[src/rtl/uart_pkg.sv]
// Shared definitions for the UART blocks: state encoding, default baud divisor
// and a width helper for counters.
package uart_pkg;

    typedef enum logic [2:0] {
        IDLE   = 3'd0,
        START  = 3'd1,
        DATA   = 3'd2,
        PARITY = 3'd3,
        STOP   = 3'd4
    } uart_state_t;

    // 50 MHz system clock / 115200 baud
    localparam int BAUD_DIV_115200 = 434;

    // Bits needed to hold values 0..value-1; never less than one bit.
    function automatic int clog2(input int value);
        int w;
        w = 0;
        while ((1 << w) < value) begin
            w = w + 1;
        end
        return (w < 1) ? 1 : w;
    endfunction

endpackage

[src/rtl/uart_baud_gen.sv]
// Baud-rate tick generator: counts 0..DIV-1 while run is high and flags the
// last count of each bit period. Shared by the TX side and (at 16x) the RX side.
module uart_baud_gen
    import uart_pkg::*;
#(
    parameter int DIV = BAUD_DIV_115200
) (
    input  logic clk,
    input  logic nrst,
    input  logic run,
    output logic tick
);

    localparam int CW = clog2(DIV);
    localparam logic [CW-1:0] LAST = CW'(DIV - 1);

    logic [CW-1:0] cnt;

    assign tick = run && (cnt == LAST);

    // Held at zero while stopped so every period starts a full DIV clocks long.
    always_ff @(posedge clk or negedge nrst) begin
        if (!nrst) begin
            cnt <= '0;
        end else if (!run || tick) begin
            cnt <= '0;
        end else begin
            cnt <= cnt + CW'(1);
        end
    end

endmodule

[src/rtl/uart_tx_ctrl.sv]
// UART transmit controller: frames a parallel word as start, DW data bits
// LSB-first, optional parity and 1-2 stop bits on a registered tx line.
module uart_tx_ctrl
    import uart_pkg::*;
#(
    parameter int DW         = 8,
    parameter int BAUD_DIV   = BAUD_DIV_115200,
    parameter int PARITY_EN  = 1,
    parameter int PARITY_ODD = 0,
    parameter int STOP_BITS  = 1
) (
    input  logic          clk,
    input  logic          nrst,
    input  logic          tx_start,
    input  logic [DW-1:0] tx_data,
    output logic          tx_busy,
    output logic          tx_done,
    output logic          tx
);

    localparam int BW = clog2(DW);
    localparam logic [BW-1:0] LAST_BIT = BW'(DW - 1);
    localparam logic LAST_STOP = 1'(STOP_BITS - 1);
    localparam logic ODD = (PARITY_ODD != 0);

    uart_state_t   state, state_n;
    logic [DW-1:0] shreg, shreg_n;
    logic [BW-1:0] bitcnt, bitcnt_n;
    logic          stopcnt, stopcnt_n;
    logic          par, par_n;
    logic          tx_n, busy_n, done_n;
    logic          run;
    logic          tick;

    assign run = (state != IDLE);

    uart_baud_gen #(
        .DIV (BAUD_DIV)
    ) u_baud (
        .clk  (clk),
        .nrst (nrst),
        .run  (run),
        .tick (tick)
    );

    always_ff @(posedge clk or negedge nrst) begin
        if (!nrst) begin
            state   <= IDLE;
            shreg   <= '0;
            bitcnt  <= '0;
            stopcnt <= 1'b0;
            par     <= 1'b0;
            tx      <= 1'b1;
            tx_busy <= 1'b0;
            tx_done <= 1'b0;
        end else begin
            state   <= state_n;
            shreg   <= shreg_n;
            bitcnt  <= bitcnt_n;
            stopcnt <= stopcnt_n;
            par     <= par_n;
            tx      <= tx_n;
            tx_busy <= busy_n;
            tx_done <= done_n;
        end
    end

    // tx is computed one bit ahead so the line is driven straight from a flop.
    always_comb begin
        state_n   = state;
        shreg_n   = shreg;
        bitcnt_n  = bitcnt;
        stopcnt_n = stopcnt;
        par_n     = par;
        tx_n      = tx;
        busy_n    = tx_busy;
        done_n    = 1'b0;

        case (state)
            IDLE: begin
                tx_n = 1'b1;
                if (tx_start) begin
                    shreg_n = tx_data;
                    par_n   = (^tx_data) ^ ODD;
                    state_n = START;
                    tx_n    = 1'b0;
                    busy_n  = 1'b1;
                end
            end
            START: begin
                if (tick) begin
                    state_n  = DATA;
                    tx_n     = shreg[0];
                    bitcnt_n = '0;
                end
            end
            DATA: begin
                if (tick) begin
                    if (bitcnt == LAST_BIT) begin
                        if (PARITY_EN != 0) begin
                            state_n = PARITY;
                            tx_n    = par;
                        end else begin
                            state_n   = STOP;
                            tx_n      = 1'b1;
                            stopcnt_n = 1'b0;
                        end
                    end else begin
                        shreg_n  = shreg >> 1;
                        tx_n     = shreg[1];
                        bitcnt_n = bitcnt + BW'(1);
                    end
                end
            end
            PARITY: begin
                if (tick) begin
                    state_n   = STOP;
                    tx_n      = 1'b1;
                    stopcnt_n = 1'b0;
                end
            end
            STOP: begin
                tx_n = 1'b1;
                if (tick) begin
                    if (stopcnt == LAST_STOP) begin
                        state_n = IDLE;
                        busy_n  = 1'b0;
                        done_n  = 1'b1;
                    end else begin
                        stopcnt_n = stopcnt + 1'b1;
                    end
                end
            end
            default: begin
                state_n = IDLE;
                tx_n    = 1'b1;
                busy_n  = 1'b0;
            end
        endcase
    end

endmodule

[config.mk]
export PLATFORM = sky130hd
export DESIGN_NAME = uart_tx_ctrl
export DESIGN_NICKNAME = d
export VERILOG_FILES = /design/src/rtl/uart_pkg.sv /design/src/rtl/uart_baud_gen.sv /design/src/rtl/uart_tx_ctrl.sv
export SDC_FILE = /design/constraint.sdc
export NUM_CORES = 1
export LEC_CHECK = 0
export ABC_AREA = 1
export CAP_MARGIN = 15
export CORE_AREA = 5 5 73 75
export DETAILED_ROUTE_END_ITERATION = 8
export DIE_AREA = 0 0 78 80
export SLEW_MARGIN = 20
export SYNTH_ARGS = -nofsm -noshare
export SYNTH_HDL_FRONTEND = slang
export SYNTH_SLANG_ARGS = --single-unit
[constraint.sdc]
create_clock -name clk -period 2.1 [get_ports clk]
set_input_delay 0.63 -clock clk [delete_from_list [all_inputs] [get_ports clk]]
set_output_delay 0.63 -clock clk [all_outputs]
set_load 0.01 [all_outputs]
### Word level (Yosys, flattened, before mapping)

Cells that the tools add are included.

| cells by class | value |
|---|---|
| multiply operators | 0 |
| bitwise operators | 1 |
| shift operators | 0 |
| eq/ne operators | 14 |
| magnitude comparators | 0 |
| mux-type cells | 34 |
| divide/modulo/power cells | 0 |
| $add $sub $neg | 3 |
| reduce and logical (&&, ||, !) cells | 17 |

Operators by type and width:

| operator | count |
|---|---|
| $mux W3 | 10 |
| $mux W8 | 3 |
| $pmux W8 S2 | 1 |
| $pmux W3 S5 | 1 |
| $mux W1 | 14 |
| $reduce_and A4 Y1 | 3 |
| $add A9 B1 Y9 const B | 1 |
| $eq A9 B9 Y1 const B | 1 |
| $mux W9 | 1 |
| $ne A2 B1 Y1 const B | 4 |
| $ne A2 B2 Y1 const B | 4 |
| $reduce_xor A8 Y1 | 1 |
| $reduce_and A7 Y1 | 1 |
| $eq A3 B2 Y1 const B | 2 |
| $eq A3 B3 Y1 const B | 2 |
| $pmux W3 S2 | 1 |
| $reduce_and A3 Y1 | 2 |
| $reduce_bool A2 Y1 | 3 |
| $pmux W1 S4 | 1 |
| $add A3 B1 Y3 const B | 1 |
| $eq A3 B1 Y1 const B | 1 |
| $logic_not A3 Y1 | 1 |
| $pmux W1 S3 | 1 |
| $reduce_bool A3 Y1 | 1 |
| 8 further kinds | 8 |

| word-level totals | value |
|---|---|
| bits in read-only memories | 0 |
| latch bits | 0 |
| register bits after elaboration | 28 |
| memories kept | 0 |
| input port bits | 11 |
| output and inout port bits | 3 |
| RAM bits | 0 |

### Longest topological paths before layout

Gate-level depths: netlist of the first run.

| depth | value |
|---|---|
| depth in word-level cells | 4 |
| depth in mapped cells | 10 |
| gate-level depth less buffers | 10 |

### Hierarchy

A second synthesis of the first run with hierarchy kept.

| unflattened totals | value |
|---|---|
| cells, all modules | 225 |
| area, all modules | 1,707.9 um2 |

By module, submodules not included:

| module | instances | area an instance (um2) | cells each |
|---|---|---|---|
| uart_tx_ctrl | 1 | 1,199.9 | 157 |
| uart_baud_gen | 1 | 508.0 | 68 |

### Worst setup path before layout of the first run

OpenSTA, ideal clock, no wires.

| timing | value |
|---|---|
| kind | register -> register |
| start | reg bitcnt[0] |
| end | reg shreg[0] |
| cell stages (with the launch flop) | 10 |
| clock period less this slack | 1.601 ns |
| library setup time | 0.119 ns |
| path buffers | 2 |
| arrival | 1.482 ns |
| setup slack | 0.499 ns |
| data required time | 1.981 ns |
| cell sequence | dfrtp_1 -> ha_1 -> ha_1 -> or2_1 -> buf_6 -> nand2_4 -> nand2_4 -> buf_6 -> nor2_2 -> a21oi_2 |

| on the way | value |
|---|---|
| cells in the longest elaborated chain, start to end | 3 |

RTL lines:

| element | RTL line | RTL |
|---|---|---|
| from (decl) | uart_tx_ctrl.sv:28 | `logic [BW-1:0] bitcnt, bitcnt_n;` |
| from (signal assigned) | uart_tx_ctrl.sv:59 | `bitcnt <= bitcnt_n;` |
| $eq A3 B3 Y1 | uart_tx_ctrl.sv:99 | `if (bitcnt == LAST_BIT) begin` |
| $ne A2 B2 Y1 (no source line) | - |  |
| $reduce_and A4 Y1 (no source line) | - |  |
| to (signal assigned) | uart_tx_ctrl.sv:58 | `shreg <= shreg_n;` |
| to (decl) | uart_tx_ctrl.sv:27 | `logic [DW-1:0] shreg, shreg_n;` |

No other way between the ends.
A chain may end at the register's enable or synchronous reset.

### Worst setup path after layout of the first run

| timing | value |
|---|---|
| start | reg tx |
| end | out tx |

RTL lines:

| element | RTL line | RTL |
|---|---|---|
| from (decl) | uart_tx_ctrl.sv:18 | `output logic tx` |
| from (signal assigned) | uart_tx_ctrl.sv:62 | `tx <= tx_n;` |

No word-level cell between the ends.

==> results of run 1 <==
[cell type report]
class / instances / share of cell area [%]
clock inverters: 1 / 0.2847
well taps: 54 / 3.843
flip-flops and latches: 27 / 38.51
multi-input cells: 146 / 42.28
repair buffers: 14 / 7.829
inverters: 23 / 4.911
clock buffers: 3 / 2.349
[worst max path at each step]
stage | from | endpoint | slack, ns
floorplan | bitcnt[0] | shreg[0] | 0.50
global placement | tx_start | shreg[3] | 0.29
detailed placement | tx_start | shreg[5] | 0.23
CTS | tx | tx | 0.09
global route | tx | tx | 0.07
finish | tx | tx | 0.12
[cells by family (layout without fill, tap and decap cells)]
kind of cell               count (synthesis)  after routing
and+or+nand+nor                          110            110
DFF                                       27             27
adders and majority gates                  4              4
xor gates and xnor gates                   6              6
buffers and inverters                     26             41
AOI/OAI and AO/OA                         26             26
[cell usage after synthesis, types with 3 or more instances]
master | number | area share (%)
xnor2_1 | 4 | 2.3
nand3_1 | 8 | 2.6
a21oi_2 | 7 | 4.0
o21ai_0 | 12 | 3.9
nor3_1 | 4 | 1.3
ha_1 | 4 | 3.3
nor2_1 | 23 | 5.6
inv_1 | 23 | 5.6
nand4_1 | 4 | 1.6
nand2_4 | 3 | 2.2
nand2_1 | 61 | 15
a21oi_1 | 6 | 2.0
dfrtp_1 | 26 | 42
[sequential cells by signal (all words and copies together) (netlist names)]
name / flops
u_baud.cnt: 9
shreg: 8
bitcnt: 3
state: 3
par: 1
tx: 1
tx_busy: 1
tx_done: 1
[stage by stage]
step           std cells  utilization (%)  hold WS, ns  setup WS, ns  total power (µW)
6_report             268            38.23       0.4927        0.1178             885.6
3_3_place_gp         264            37.22       0.4754        0.2875             598.2
4_1_cts              268            38.23       0.4984       0.09449             901.8
5_1_grt              268            38.23       0.5135       0.06846             930.9
2_1_floorplan        199                -       0.3344        0.4987             559.2
3_5_place_dp         264            37.22       0.4756        0.2328             599.2
[worst register-to-register path, stage by stage (launching register included)]
cell and delay (ns):
dfrtp_1 0.41, ha_1 0.21, ha_1 0.20, or2_1 0.33
nand2_4 0.10, nand2_4 0.14, nor2_1 0.17, a21oi_2 0.04
[power groups by stage]
stage                     registers, µW  clock network [µW]  logic, µW
after CTS                           520                 312       69.9
after floorplan                     530                   0       29.3
after global routing                520                 332       78.9
after detailed placement            530                   0       69.5
final                               520                 297       68.7
after global placement              530                   0       68.5
[metal layers]
| layer | vias to the layer above | global-route usage, % | routed length [µm] | part of all wire (%) |
|---|---|---|---|---|
| met5 | - | 0 | 0 | 0 |
| met4 | 0 | 1.520 | 12 | 0.44 |
| met3 | 2 | 2.935 | 121 | 4.5 |
| met2 | 18 | 15.78 | 1275 | 47 |
| met1 | 557 | 11.37 | 1306 | 48 |
| li1 | 657 | - | - | - |
==> impl_metrics.tcl, run 1 <==
set metrics [dict create \
    yosys-mux-area-fraction_pct 0 \
    ys_ff_latch 27 \
    worst-path-max-fanout 2 \
    p_int_uw 685.3 \
    hold_path_depth 2 \
    insertedDiodeCount 0 \
    yosysSeqAreaShare_pct 44.16 \
    drc 0 \
    hold_path.startpoint "shreg[7]" \
    cts_tree "yes" \
    synth-compound-area-share_pct 10.29 \
    finalCriticalPeriod_ns 1.982 \
    clock_latency_ns 0.27 \
    final_nets 230 \
    swShare_pct 22.61 \
    regArea_um2 676.9 \
    ios 14 \
    synth_enable_flop_cells 0 \
    grt_max_degree 28 \
    hold_viol_final 0 \
    finalClockSkew_ns 0.002956 \
    cpPeakStageDelay_ns 0.55 \
    synthDistinctLibCells 23 \
    end_kind "output pin" \
    syn_to_final_growth_pct 14.69 \
    grt.overflow.total 0 \
    p_comb_share_pct 7.8 \
    die_w_um 78 \
    fmax_mhz 504.5 \
    htreeDepth 1 \
    r2r_end "shreg[5]" \
    cts_root_buffer "clkbuf_8" \
    drtIter0Drc 76 \
    vias_per_cell 4.604 \
    p_per_area_nw_per_um2 503.8 \
    clock_power_share_pct 33.6 \
    cp_data_arrival_time_ns 1.35 \
    start_util_pct 33.33 \
    drv_slew 0 \
    postRouteAntennaNets 0 \
    synth-xor-area-share_pct 3.429 \
    worstMarginPinSlew_ns 0.3385 \
    port_buffers 13 \
    synth_top_family_by_area "simple AND/OR/NAND/NOR gates" \
    rr_worst_depth 7 \
    fin_crit_sh_pct 94.39 \
    synthAdderAreaFrac_pct 3.265 \
    avgSynthCellArea_um2 7.702 \
    cts_resized 0 \
    nFillCells 487 \
    drv_cap 0 \
    fin_tns_setup_ns 0 \
    wl_per_cell_um 10.13 \
    syn_area_um2 1533 \
    cts_hold_buf 0 \
    vias 1234 \
    slew_headroom_pct 77.44 \
    crit_type "flop to output pin" \
    min_to "shreg[7]" \
    synthArstFlopShare_pct 100.0 \
    ys_warn_count 0 \
    final_area_um2 1758 \
    place_hpwl_um 2099 \
    cts_buffers 3 \
    cp.depth 1 \
    post_cts_buffers 0 \
    antenna_found_initial 0 \
    crit_buf_inv 1 \
    multi_input_area_um2 743.2 \
    power_frac_seq_pct 58.7 \
    final_common_cell "nand2_1" \
    grt_pass1_wl_um 4740 \
    worstPathRequired_ns 1.47 \
    wl_um 2716 \
    yosys.area_share.simple_pct 31.51 \
    placementRows 25 \
    ir_drop_mv 0.1941 \
    coreArea_um2 4598 \
    cts.sinks 27 \
    grt_usage_pct 9.171 \
    cp-start-kind "flop" \
    clkTransAtPathRegs_ns 0.09 \
    rsz0062_at_grt "no" \
    gp_congestion 0.7494 \
    clk_path_buf_depth 2 \
    fp.dieH_um 80 \
    final_cell_mix "nand2_1 (61), dfrtp_1 (26), inv_1 (23), nor2_1 (23), clkdlybuf4s50_1 (13)" \
    drtPass1Iterations 4 \
    p_leak_uw 0.0009229 \
    min_path_type "flop to flop" \
    ys.flop_type "dfrtp_1" \
    die_area_um2 6240 \
    power.switching_uw 200.3 \
    placed_area_um2 1712 \
    synth_nets 214 \
    r2r-start "bitcnt[0]" \
    setup_viol 0 \
    outcome "finished, final reports clean" \
    grt_pass1_vias 1126 \
    cp_cell_sequence "clkdlybuf4s50_1" \
    synthCells 199 \
    drive_gt1_share_pct 9.813 \
    slowest_stage "dfstp_2" \
    crit_family "flip-flops" \
    r2r_slack_ns 0.40 \
]
No activity file was read; power rests on OpenSTA's default activity.
==> run 2, diff against run 1 <==
Settings changed: CORE_AREA 5 5 73 75 to 5 5 76 78, DIE_AREA 0 0 78 80 to 0 0 81 83, REMOVE_ABC_BUFFERS set to 1, SYNTH_HIERARCHICAL set to 1.
==> run 2 against run 1 <==
Against the previous run:
- register-to-register slack got worse by 0.21 ns
- core utilization rose by 0.83 points
- design area rose by 11%
- via count rose by 11%
- critical path depth did not move
- power rose by 0.42%
==> impl_metrics.tcl, run 2 <==
set metrics [dict create \
    outcome "finished, final reports clean" \
    clock_latency_ns 0.27 \
    drv_slew 0 \
    coreArea_um2 5010 \
    cts_root_buffer "clkbuf_8" \
    rsz0062_at_grt "no" \
    r2r-start "state[0]" \
    finalClockSkew_ns 0.001903 \
    synth_area_leader_cell "dfrtp_1" \
    fin_tns_setup_ns 0 \
    cts_hold_buf 0 \
    die_w_um 81 \
    setup_viol 0 \
    fin_util_pct 39.06 \
    crit_type "flop to output pin" \
    min_path_type "flop to flop" \
    grt.overflow.total 0 \
    fin_crit_sh_pct 93.90 \
    p_leak_uw 0.001002 \
    cts_buffers 3 \
    synth_enable_flop_cells 0 \
    cts_resized 0 \
    clkTransAtPathRegs_ns 0.09 \
    cp-startpoint "tx" \
    vias 1368 \
    synthCells 225 \
    ys_warn_count 6 \
    ys.flop_type "dfrtp_1" \
    cts_tree "yes" \
    yosysSeqAreaShare_pct 39.63 \
    clk_path_buf_depth 2 \
    end_kind "output pin" \
    postRouteAntennaNets 0 \
    cts.sinks 27 \
    vias_per_cell 4.399 \
    port_buffers 13 \
    fp.dieH_um 83 \
    regArea_um2 678.2 \
    cp_data_arrival_time_ns 1.34 \
    synth.most_common_cell "nand2_1" \
    drive_gt1_share_pct 15.35 \
    finalCriticalPeriod_ns 1.972 \
    slew_headroom_pct 77.10 \
    reg_top3 "u_baud/cnt x9, shreg x8" \
    hold_viol_final 0 \
    top_register "u_baud/cnt" \
    ys_ff_latch 27 \
    rr_worst_depth 13 \
    wl_per_cell_um 10.23 \
    multi_input_area_um2 868.3 \
    insertedDiodeCount 0 \
    slowest_stage "dfstp_2" \
    drtIter0Drc 80 \
    grt_usage_pct 10.55 \
    hold_path_depth 1 \
    synthDistinctLibCells 27 \
    post_cts_buffers 0 \
    drc 0 \
    fmax_mhz 507.1 \
    synthArstFlopShare_pct 100.0 \
    largest_reg_flops 9 \
    drv_cap 0 \
    cp_cell_sequence "clkdlybuf4s50_1" \
    synth_commonest_cells "nand2_1 (78), inv_1 (31), dfrtp_1 (26), nor2_1 (19), nand3_1 (11)" \
    ir_drop_mv 0.2428 \
    cpPeakStageDelay_ns 0.54 \
    hold_path.startpoint "bitcnt[0]" \
    final_nets 258 \
    avgSynthCellArea_um2 7.591 \
    grt_pass1_wl_um 5720 \
    final_area_um2 1957 \
    die_area_um2 6723 \
    crit_buf_inv 1 \
    worstPathRequired_ns 1.47 \
    htreeDepth 1 \
    wl_um 3183 \
    yosys-top-cells-area "dfrtp_1 (38%), nand2_1 (17%), inv_1 (6.8%)" \
    start_util_pct 34.09 \
    ios 14 \
    antenna_found_initial 0 \
    crit_family "flip-flops" \
    syn_area_um2 1708 \
    final_cell_mix "nand2_1 (78), inv_1 (31), dfrtp_1 (25)" \
    synth_top_area_share_pct 38.10 \
    drtPass1Iterations 4 \
    min_to "bitcnt[0]" \
    p_per_area_nw_per_um2 454.5 \
    worstMarginPinSlew_ns 0.3436 \
    r2r_slack_ns 0.19 \
    placementRows 26 \
    r2r_end "state[0]" \
    placed_area_um2 1902 \
    nFillCells 539 \
    grt_max_degree 28 \
    worst-path-max-fanout 2 \
    final_common_cell "nand2_1" \
    place_hpwl_um 2451 \
    grt_pass1_vias 1290 \
    syn_to_final_growth_pct 14.58 \
    cp-start-kind "flop" \
    gp_congestion 0.8559 \
]
-- run 2: report_power, final --
group          internal, µW  switching [µW]  leakage (µW)
Sequential              520               0      0.000354
Clock                   136             164     0.0000228
Combinational          30.1            39.8      0.000626
Total                   686             204       0.00100
-- run 2: routing by layer --
layer  track usage (%)  vias up  routed length [µm]
li1                  -      729                   -
met1             14.11      617                1584
met5                 0        -                   0
met3             2.165        4                 123
met4             4.147        0                  53
met2             16.43       18                1422
-- run 2: kinds of logic after synthesis --
group	Yosys count	synth area share [%]
buffers and inverters	38	10.04
AND/OR/NAND/NOR	126	33.41
AO/OA/AOI/OAI	24	10.62
XOR/XNOR	4	2.052
adder cells (fa/ha/maj)	5	3.663
multiplexers	1	0.5861
flip-flops	27	39.63
-- run 2: how the worst max path moves through the flow --
stage,to,slack (ns),cells after the start
final,tx,0.13,1
after CTS,tx,0.12,1
after global routing,state[1],0.009,13
after floorplan,shreg[1],0.42,11
after global placement,state[1],0.24,8
after detailed placement,shreg[5],0.19,11
-- run 2: layout make-up --
cell class,count,share of cell area [%]
sequential,27,34.65
tap,70,4.476
multi-input combinational,160,44.37
timing repair buffer,14,7.033
clock buffer,4,2.302
inverter,36,7.161
-- run 2: metrics by stage --
step	std cells	hold slack (ns)	total power (µW)	setup slack (ns)
after floorplan	223	0.3344	558.4	0.4160
after global placement	307	0.4746	600.0	0.2446
after detailed placement	307	0.4759	601.4	0.1927
after CTS	311	0.4921	906.6	0.1154
after global routing	311	0.5166	927.6	0.008883
final	311	0.4875	889.3	0.1281
==> run 3, diff against run 2 <==
Settings changed: TNS_END_PERCENT set to 30.
==> results of run 3 <==
Same layout as run 2: the final DEF is identical, and so are final timing and power.
==> RTL change: new RTL, config.mk and constraints of run 3 <==
Add an input register stage for `tx_start` and `tx_data`, cleared by the reset; this delays them by one clock.
--- a/src/rtl/uart_tx_ctrl.sv
+++ b/src/rtl/uart_tx_ctrl.sv
@@ -22,6 +22,19 @@
     localparam logic [BW-1:0] LAST_BIT = BW'(DW - 1);
     localparam logic LAST_STOP = 1'(STOP_BITS - 1);
     localparam logic ODD = (PARITY_ODD != 0);
+
+    logic tx_start_q;
+    logic [DW-1:0] tx_data_q;
+
+    always_ff @(posedge clk or negedge nrst) begin
+        if (!nrst) begin
+            tx_start_q <= '0;
+            tx_data_q  <= '0;
+        end else begin
+            tx_start_q <= tx_start;
+            tx_data_q  <= tx_data;
+        end
+    end
 
     uart_state_t   state, state_n;
     logic [DW-1:0] shreg, shreg_n;
@@ -79,9 +92,9 @@
         case (state)
             IDLE: begin
                 tx_n = 1'b1;
-                if (tx_start) begin
-                    shreg_n = tx_data;
-                    par_n   = (^tx_data) ^ ODD;
+                if (tx_start_q) begin
+                    shreg_n = tx_data_q;
+                    par_n   = (^tx_data_q) ^ ODD;
                     state_n = START;
                     tx_n    = 1'b0;
                     busy_n  = 1'b1;
Formal check against the unedited RTL: not equivalent (a bounded check fails within 4 cycles, from zero or initial values and one cycle with nrst low).
==> RTL change against run 3 <==
- setup slack improved by 0.0023 ns
- sequential share of layout area increased by 5.9 points
- synthesized area increased by 13%
- fmax increased by 0.11%
- sequential cell count increased by 9
- clock skew increased by 0.0075 ns
- wire length increased by 5.9%
- design area increased by 14%
- critical path type unchanged
- largest cell class is now sequential cells
Power is not compared: it rests on default switching activity, and its combinational part moved more than twofold at a synthesized area within 25%.
==> RTL change: results (changes against run 3) <==
| Metric | Value |
|---|---|
| Result of the run | completed (unchanged) |
| R2R setup slack | 0.33 ns (was 0.19 ns) |
| Count of vias placed by the detailed router | 1460 (was 1368) |
| Clock transition at the registers of the reported paths | 0.07 ns (was 0.09 ns) |
| Met1 routed wirelength after detailed routing | 1.59 mm (was 1.58 mm) |
| Most used standard cells in the synthesized netlist | nand2_1 (83), dfrtp_1 (35), inv_1 (33), nor2_1 (21), o21ai_0 (14) (was nand2_1 (78), inv_1 (31), dfrtp_1 (26), nor2_1 (19), nand3_1 (11)) |
| XOR/XNOR Fraction of Synth Area | 2.27% (was 2.05%) |
| Length of routed met3 wiring | 96 um (was 123 um) |
| Final Wtd Congestion | 0.853 (was 0.856) |
| Maximum number of pins on one net before global-route repair | 37 (was 28) |
| GR met1 Demand/Resource | 13.9% (was 14.1%) |
| Leading registers by flop count | u_baud/cnt (9), shreg (8), tx_data_q (8) (was u_baud/cnt (9), shreg (8)) |
| Slew at the pin closest to its max-slew limit | 0.461 ns (was 0.344 ns) |
| Final worst clock skew | 0.00937 ns (was 0.00190 ns) |
| GR met2 Demand/Resource | 19.3% (was 16.4%) |
| First-pass GRT wire length | 6.18 mm (was 5.72 mm) |
| Library cells used by synthesis | 24 (was 27) |
| Area fraction in compound gates after synthesis | 7.77% (was 10.6%) |
| Final HPWL DP | 2.52 mm (was 2.45 mm) |
| GR Util All Layers | 11.6% (was 10.5%) |
| DR iter-0 viols | 55 (was 80) |
| Multiplexer share of the synthesized area | 0% (was 0.586%) |
| Source-to-sink clock delay at the later pin of the worst-skew pair | 0.29 ns (was 0.27 ns) |
| Length of routed met2 wiring | 1.63 mm (was 1.42 mm) |
| Placed instance count | 324 (was 307) |
| Share of synthesized area occupied by flip-flops and latches | 46.7% (was 39.6%) |
==> RTL change: changes by cell type in the layout (fill, tap and decap cells not counted), moves of 5 or more <==
cell | run 3 | this run
o21ai_0 | 6 | 14
dfrtp_1 | 25 | 35
nand2_1 | 78 | 83
o211ai_1 | 5 | 0
==> RTL change: worst max-delay path by stage <==
stage / depth (start not counted) / to / slack, ns
4_1_cts: 1 / tx / 0.10
5_1_grt: 1 / tx / 0.08
2_1_floorplan: 12 / state[1] / 0.12
3_3_place_gp: 10 / shreg[2] / 0.37
6_report: 1 / tx / 0.13
3_5_place_dp: 10 / shreg[1] / 0.31
==> RTL change: layout make-up <==
class                           instances  share of cell area [%]
Clock inverter                          1                   0.225
Multi-Input combinational cell        167                    39.4
Inverter                               36                    6.08
Sequential cell                        36                    40.6
Tap cell                               70                    3.94
Clock buffer                            7                    3.43
Timing Repair Buffer                   15                    6.31
